--- config.mk ---
export PLATFORM = sky130hd
export DESIGN_NAME = zint_ctrl
export DESIGN_NICKNAME = d
export VERILOG_FILES = /design/src/rtl/zint_ctrl.sv
export SDC_FILE = /design/constraint.sdc
export NUM_CORES = 1
export LEC_CHECK = 0
export CORE_UTILIZATION = 46
export DETAILED_ROUTE_END_ITERATION = 16
export HOLD_SLACK_MARGIN = 0.15
export PLACE_DENSITY = 0.87
export SETUP_SLACK_MARGIN = 0.05
export SLEW_MARGIN = 0
export SYNTH_ARGS = -nofsm -noshare
export SYNTH_HDL_FRONTEND = slang
export SYNTH_SLANG_ARGS = --single-unit
--- constraint.sdc ---
create_clock -name clk -period 1.9 [get_ports clk]
set_input_delay 0.19 -clock clk [delete_from_list [all_inputs] [get_ports clk]]
set_output_delay 0.19 -clock clk [all_outputs]
set_load 0.03 [all_outputs]
--- src/rtl/zint_ctrl.sv ---
// zint_ctrl: Z80 IM2 interrupt controller with NSRC prioritised sources.
// Source 0 has the highest priority. Each source can be masked. A source can
// also self-expire after PULSE_CLKS zpos ticks, or drop its starts while VDOS
// is active. A sticky overflow flag records lost requests. The IM2 vector of
// the acknowledged source is held between acknowledge cycles.
module zint_ctrl #(
    parameter int              NSRC       = 3,
    parameter logic [7:0]      VBASE      = 8'hFF,
    parameter int              PULSE_CLKS = 32,
    parameter logic [NSRC-1:0] AUTOEXP    = 3'b001,
    parameter logic [NSRC-1:0] VDOS_DROP  = 3'b011
) (
    input  logic            clk,
    input  logic            res_n,
    input  logic            zpos,
    input  logic [NSRC-1:0] int_start,
    input  logic [NSRC-1:0] intmask,
    input  logic            vdos,
    input  logic            intack,
    input  logic [NSRC-1:0] ovf_clr,
    output logic [7:0]      im2vect,
    output logic            int_n,
    output logic [NSRC-1:0] int_pend,
    output logic [NSRC-1:0] ovf
);

    localparam int CW = $clog2(PULSE_CLKS + 1);
    localparam int SW = (NSRC > 1) ? $clog2(NSRC) : 1;
    localparam logic [CW-1:0] CNT_MAX = CW'(PULSE_CLKS);

    logic            intack_reg;
    logic            ack_s;
    logic [NSRC-1:0] pend_reg;
    logic [NSRC-1:0] pend_next;
    logic [NSRC-1:0] ovf_reg;
    logic [NSRC-1:0] ovf_next;
    logic [SW-1:0]   win;
    logic            any_pend;
    logic [SW-1:0]   sel_reg;
    logic [SW-1:0]   sel_next;
    logic            sel_vld_reg;
    logic            sel_vld_next;
    logic [7:0]      sel_ext;

    // One acknowledge strobe per rising edge of the CPU acknowledge level.
    assign ack_s    = intack & ~intack_reg;
    assign any_pend = |pend_reg;

    // Priority encoder: the lowest pending index wins. It uses only registered pend.
    always_comb begin
        win = '0;
        for (int i = NSRC - 1; i >= 0; i--) begin
            if (pend_reg[i]) begin
                win = SW'(i);
            end
        end
    end

    genvar gi;
    generate
        for (gi = 0; gi < NSRC; gi++) begin : g_src
            logic start_ok;
            logic start_drop;
            logic expire;
            logic ack_hit;

            assign start_ok   = int_start[gi] & ~(vdos & VDOS_DROP[gi]);
            assign start_drop = int_start[gi] & vdos & VDOS_DROP[gi];
            assign ack_hit    = ack_s & any_pend & (win == SW'(gi));

            if (AUTOEXP[gi]) begin : g_exp
                logic [CW-1:0] cnt_reg;
                logic [CW-1:0] cnt_next;

                // An accepted start restarts the count. The count advances on
                // zpos while the source is pending. It is frozen during VDOS and
                // saturates at the limit.
                assign cnt_next =
                    (intmask[gi] & start_ok) ? '0 :
                    (zpos & pend_reg[gi] & ~vdos & (cnt_reg < CNT_MAX)) ? cnt_reg + 1'b1 :
                    cnt_reg;
                assign expire = (cnt_reg == CNT_MAX);

                // Expire counter register.
                always_ff @(posedge clk or negedge res_n) begin
                    if (!res_n) begin
                        cnt_reg <= '0;
                    end else begin
                        cnt_reg <= cnt_next;
                    end
                end
            end else begin : g_noexp
                assign expire = 1'b0;
            end

            // The mask has the highest priority. A start beats expire and ack.
            assign pend_next[gi] =
                ~intmask[gi] ? 1'b0 :
                start_ok     ? 1'b1 :
                expire       ? 1'b0 :
                ack_hit      ? 1'b0 :
                pend_reg[gi];

            // The overflow flag is sticky. Setting it wins over a clear in the same clk.
            assign ovf_next[gi] =
                (intmask[gi] & int_start[gi] & (pend_reg[gi] | start_drop)) ? 1'b1 :
                ovf_clr[gi] ? 1'b0 :
                ovf_reg[gi];
        end
    endgenerate

    // Vector selection is captured on each ack strobe and held until the next one.
    always_comb begin
        sel_next     = sel_reg;
        sel_vld_next = sel_vld_reg;
        if (ack_s) begin
            if (any_pend) begin
                sel_next     = win;
                sel_vld_next = 1'b1;
            end else begin
                sel_vld_next = 1'b0;
            end
        end
    end

    // Core state registers.
    always_ff @(posedge clk or negedge res_n) begin
        if (!res_n) begin
            pend_reg    <= '0;
            ovf_reg     <= '0;
            intack_reg  <= 1'b0;
            sel_reg     <= '0;
            sel_vld_reg <= 1'b0;
        end else begin
            pend_reg    <= pend_next;
            ovf_reg     <= ovf_next;
            intack_reg  <= intack;
            sel_reg     <= sel_next;
            sel_vld_reg <= sel_vld_next;
        end
    end

    // The vector steps down by 2 per source and wraps modulo 256.
    assign sel_ext  = {{(8 - SW){1'b0}}, sel_reg};
    assign im2vect  = sel_vld_reg ? (VBASE - (sel_ext << 1)) : VBASE;
    assign int_n    = ~any_pend | vdos;
    assign int_pend = pend_reg;
    assign ovf      = ovf_reg;

endmodule

==> results of run 1 <==
[metal layers]
layer	vias to the layer above	track usage (%)	wire [um]
met1	319	22.0	697
met3	0	4.08	77
met4	0	5.45	0
met5	-	0	0
li1	338	-	-
met2	18	32.9	793
[worst max-delay path, stage by stage, from the launching register on]
cell           delay (ns)
dfrtp_1              0.44
nor3_1               0.25
or2_2                0.14
dlygate4sd2_1        0.39
[power groups by stage]
stage | Sequential [mW] | Combinational [mW] | Clock (mW)
global route | 0.396 | 0.219 | 0.240
global placement | 0.396 | 0.200 | 0
CTS | 0.391 | 0.203 | 0.222
finish | 0.391 | 0.201 | 0.216
floorplan | 0.415 | 0.0989 | 0
detailed placement | 0.398 | 0.203 | 0
[how the worst max path moves through the flow]
| stage | from | end | slack [ns] | cells past startpoint |
|---|---|---|---|---|
| 3_5_place_dp | vdos | int_n | 0.20 | 3 |
| 3_3_place_gp | vdos | int_n | 0.20 | 3 |
| 4_1_cts | int_pend[0]$_DFFE_PN0P_ | int_pend[0] | 0.22 | 2 |
| 2_1_floorplan | int_pend[0]$_DFFE_PN0P_ | g_src[0].g_exp.cnt_reg[4]$_DFFE_PN0P_ | 0.55 | 3 |
| 5_1_grt | int_pend[0]$_DFFE_PN0P_ | int_pend[0] | 0.15 | 2 |
| 6_report | int_pend[1]$_DFFE_PN0P_ | int_n | 0.22 | 3 |
[metrics by stage]
step                      instance area [um2]  cells  hold WS [ns]  util (%)
final                                    1090    129         0.220      69.0
after global placement                   1050    125         0.494      66.7
after detailed placement                 1050    125         0.512      66.7
after CTS                                1090    129         0.221      69.0
after global routing                     1090    129         0.218      69.0
after floorplan                           835     90        -0.106         -
[layout make-up]
type	count	area [um2]	area share, %
repair buffers	25	241	22.2
clock buffers	4	36.3	3.34
multi-input cells	62	367	33.7
well taps	16	20.0	1.84
inverters	6	22.5	2.07
flip-flops and latches	16	400	36.8
[cell families after synthesis]
kind of cell | Yosys count
AO/OA/AOI/OAI | 23
adder cells (fa/ha/maj) | 2
buffers and inverters | 12
flip-flops | 16
other | 1
AND/OR/NAND/NOR | 31
[cells in the final DEF (no fill, tap or decap), drive strengths merged]
cell,Yosys,final
dlygate4sd2,0,1
clkdlybuf4s50,0,21
nand4bb,1,1
a21boi,2,2
and4bb,1,1
inv,6,6
clkbuf,0,4
buf,6,3
o211ai,2,2
nor2,5,5
nand3,3,3
nor4b,1,1
nand2b,2,2
nand2,10,10
a31oi,1,1
or2,1,1
ha,2,2
nor3,1,1
nor2b,2,2
conb,1,6
or3,3,3
a41o,1,1
a21oi,7,7
o21ai,9,9
and4,1,1
dfrtp,16,16
o21a,1,1
==> impl_results.md, run 1 <==
* Outcome: finished, violations left
* Violated checks: design-rule violations
* Core area at 1580 um2
* DR pass1 iterations at 10
* Num CTS Buffers at 3
* Max_cap viols at 0
* Top-count cell post-synth: dfrtp_1
* Post-synth EDFFs at 0
* Peak fanout along the critical path at 6
* Sw frac at 28.9%
* Reg power frac at 48.3%
* RSZ-0062 raised after global routing: no
* Adder-cell share of the synthesized area at 3.07%
* RR Startpoint: g_src[0].g_exp.cnt_reg[0]$_DFFE_PN0P_
* Global-route wire length before repair at 2.70 mm
* Final Cycle Share at 88.3%
* Synth Area in Simple Gates at 22.5%
* Vias per cell at 5.23
* Worst-path clk slew at 0.09 ns
* Initial DRC Count at 11
* Proportion of synthesized area in mux cells at 0%
* Layout cells sized above 1 at 9.73%
* Top Ports at 29
* H-tree Lvls at 1
* Reg-to-reg endpoint: int_pend[0]$_DFFE_PN0P_
* Required @ worst endpoint at 1.71 ns
* Xor-xnor portion of the synthesized cell area at 0%
* Layout Skew at 0.000887 ns
* Die Wd at 44.1 um
* Lkg Pwr at 0.469 nW
* Critical Path AT at 1.49 ns
* Post-cts resize count at 1
* Largest register FFs at 6
* R2R depth at 5
* Die area at 1950 um2
* Hold Vio Cnt, Final at 0
* WL per Instance at 12.2 um
* Worst-Skew Late Latency at 0.27 ns
* Hold Crit Class: input port to async pin
* Cell taking the most area after synthesis: dfrtp_1
* # setup viols final at 0
* Grt ovf at 0
* Layout net count at 130
* Logic pwr share at 24.9%
* Final HPWL DP at 1.23 mm
* Peak Freq at 596 MHz
* Vias in the first global route at 661
* CP endpoint kind: output pin
* Root Driver: clkbuf_4
* Ys flop type: dfrtp_1
* Cell Area, Synth at 816 um2
* Cells after Synth at 85
* Compound-gate portion of the synthesized area at 16.6%
* Largest family of logic cells by synthesized area: simple AND/OR/NAND/NOR gates
* Starting density of the core at 51.7%
* Flop-to-flop setup slack at 0.58 ns
* FILL cells at 127
* Antenna viol nets, final at 0
* Area Overhead vs Synth at 33.3%
* Synth cell types at 24
* Syn_area_per_cell at 9.60 um2
* Post-Route WL at 1.57 mm
* WS Path Type: flip-flop to output pin
* Port buffer count at 22
* Number of antenna diodes at 0
* Cell Rows at 14
* Pre-CTS setup slack at 0.197 ns
* Largest net degree at the start of global routing at 17
* Sw power at 0.234 mW
* Clock Sinks at 16
* Clock share of power at 26.7%
* Min cycle time layout at 1.68 ns
* DRC at 2
* Critical Path Source Type: flip-flop
* Overall Power at 0.808 mW
* Clk buf depth at 2
* Most frequent cells after synthesis: 16 x dfrtp_1, 10 x nand2_1, 9 x o21ai_0
* Sequential element share of the synthesized area at 49.1%
* GP Congestion at 0.774
* Internal power at 0.574 mW
* Antenna violations before repair at 0
* Yosys reg bits at 16
* Die Height at 44.1 um
* Final worst setup slack at 0.222 ns
* Yosys top cell area share at 49.1%
* Largest cells by area after synthesis: dfrtp_1 49%, o21ai_0 5.5%, buf_4 5.5%, nand2_1 4.6%, a21oi_1 4.3%
* Count of pins over their slew limit at 0
* CTS tree: built
* Total GRT Usage at 18.4%
* VDD IR max at 0.460 mV
* Setup repair bufs after CTS at 0
* Sum of negative setup slack at 0 ns
* Synth Warn # at 0
* Via Count at 675
* Ys async rst share at 100%
* Hold Buf Count CTS at 0
* Pwr/cell area at 743 nW/um2
Power figures use the tool's default switching activity.
==> run 2, diff against run 1 <==
Settings changed: CORE_MARGIN from default to 1.5.
==> run 2 against run 1 <==
Net effect: critical endpoint unchanged; register-to-register slack worse by 0.03 ns; largest cell class unchanged; largest power group unchanged; the flow now finishes without violations; die area up 4.6%; critical path type unchanged; clock-buffer cell count unchanged.
==> impl_results.md, run 2 (same netlist as run 1, synthesis figures left out) <==
* Metal1 wirelength at 746 um
* Logic pwr share at 25.0%
* Hold Vio Cnt, Final at 0
* WS Path Type: flip-flop to output pin
* Area Overhead vs Synth at 33.4%
* Non-Filler Instances at 130
* Initial DRC Count at 7
* Min cycle time layout at 1.68 ns
* Outcome: completed
* Placed Area at 1050 um2
* Worst-path clk slew at 0.10 ns
* VDD IR max at 0.543 mV
* Number of antenna diodes at 0
* Max_cap viols at 0
* Vias in the first global route at 664
* GP Congestion at 0.820
* Slew HR at 66.7%
* R2R depth at 5
* Antenna violations before repair at 0
* Lkg Pwr at 0.469 nW
* Internal power at 0.576 mW
* DR pass1 iterations at 4
* Reg-to-reg endpoint: int_pend[0]$_DFFE_PN0P_
* H-tree Lvls at 1
* Grt ovf at 0
* Via Count at 691
* Sum of negative setup slack at 0 ns
* Final Cycle Share at 88.5%
* Overall Power at 0.822 mW
* Reg power frac at 47.6%
* Layout net count at 130
* Critical Path Source Type: flip-flop
* Flop-to-flop setup slack at 0.55 ns
* Worst-Skew Late Latency at 0.28 ns
* Antenna viol nets, final at 0
* Total GRT Usage at 18.1%
* Top sig layer: met4
* Most frequent cells in the layout: 21 x clkdlybuf4s50_1, 16 x dfrtp_1, 10 x nand2_1, 9 x o21ai_0, 7 x a21oi_1
* Required @ worst endpoint at 1.71 ns
* Die Wd at 45.1 um
* Layout cells sized above 1 at 9.73%
* CTS tree: built
* Clk buf depth at 2
* Root Driver: clkbuf_4
* Vias per cell at 5.32
* Critical Path AT at 1.49 ns
* Starting density of the core at 48.3%
* Top Ports at 29
* WL per Instance at 12.9 um
* Peak Freq at 595 MHz
* Global-route wire length before repair at 2.66 mm
* Sw frac at 30.0%
* Inst Count DP at 126
* Peak fanout along the critical path at 6
* RSZ-0062 raised after global routing: no
* DRC at 0
* Largest net degree at the start of global routing at 17
* Count of pins over their slew limit at 0
* Cell Rows at 15
* RR Startpoint: g_src[0].g_exp.cnt_reg[0]$_DFFE_PN0P_
* Die Height at 45.1 um
* Die area at 2030 um2
* Largest register FFs at 6
* Hold slack final at 0.221 ns
* Clock share of power at 27.4%
* Most common cell after layout, fill and taps aside: clkdlybuf4s50_1
* CP endpoint kind: output pin
* Post-Route WL at 1.68 mm
* Clock Sinks at 16
* Num CTS Buffers at 3
* Finished Cell Area at 1090 um2
* Worst-margin pin slew at 0.498 ns
* # setup viols final at 0
* WL met2 at 826 um
* Sw power at 0.246 mW
* Met3 WL at 79 um
* Layout Skew at 0.00783 ns
* Final HPWL DP at 1.28 mm
* Core area at 1690 um2
* Hold Crit Class: input port to async pin
* Pwr/cell area at 755 nW/um2
* Port buffer count at 22
-- run 2: cell counts in the layout (fill, tap and decap cells not counted) --
Identical to the previous run, type by type.
-- run 2: worst max path at each step --
stage,from,to,slack (ns),cells after the start
final,int_pend[1]$_DFFE_PN0P_,int_n,0.22,3
after global routing,int_pend[1]$_DFFE_PN0P_,int_n,0.09,3
after CTS,int_pend[1]$_DFFE_PN0P_,int_n,0.21,3
after detailed placement,vdos,int_n,0.23,3
after global placement,vdos,int_n,0.23,3
after floorplan,int_pend[0]$_DFFE_PN0P_,g_src[0].g_exp.cnt_reg[4]$_DFFE_PN0P_,0.55,3
-- run 2: routing by layer --
layer	up-vias	GRT usage, %
met1	332	21.9
met4	0	9.41
li1	337	-
met2	18	30.0
met3	4	4.00
met5	-	0
-- run 2: layout make-up --
| class | instances | area, um2 |
|---|---|---|
| tap | 17 | 21.3 |
| sequential | 16 | 400 |
| clock buffer | 4 | 36.3 |
| inverter | 6 | 22.5 |
| multi-input combinational | 62 | 367 |
| timing repair buffer | 25 | 241 |
| fill | 144 | 601 |
-- run 2: metrics by stage --
stage | setup slack (ns) | util, %
final | 0.219 | 64.4
after detailed placement | 0.225 | 62.4
after global routing | 0.0914 | 64.4
after CTS | 0.214 | 64.4
after floorplan | 0.547 | -
after global placement | 0.232 | 62.4
-- run 2: worst max-delay path, stage by stage (launching register included) --
cell	delay, ns
dfrtp_1	0.44
nor3_1	0.25
or2_2	0.14
dlygate4sd2_1	0.38
-- run 2: what timing repair did --
item / in CTS / in global routing
setup endpoints to repair: 1 / 0
hold buffers: 0 / 0
resized for setup: 1 / 0
setup buffers: 0 / 0
-- run 2: power groups by stage --
stage / clock [mW] / sequential (mW) / combinational (mW)
2_1_floorplan: 0 / 0.415 / 0.0989
3_3_place_gp: 0 / 0.396 / 0.200
3_5_place_dp: 0 / 0.398 / 0.206
4_1_cts: 0.230 / 0.391 / 0.205
5_1_grt: 0.249 / 0.396 / 0.222
6_report: 0.225 / 0.391 / 0.205
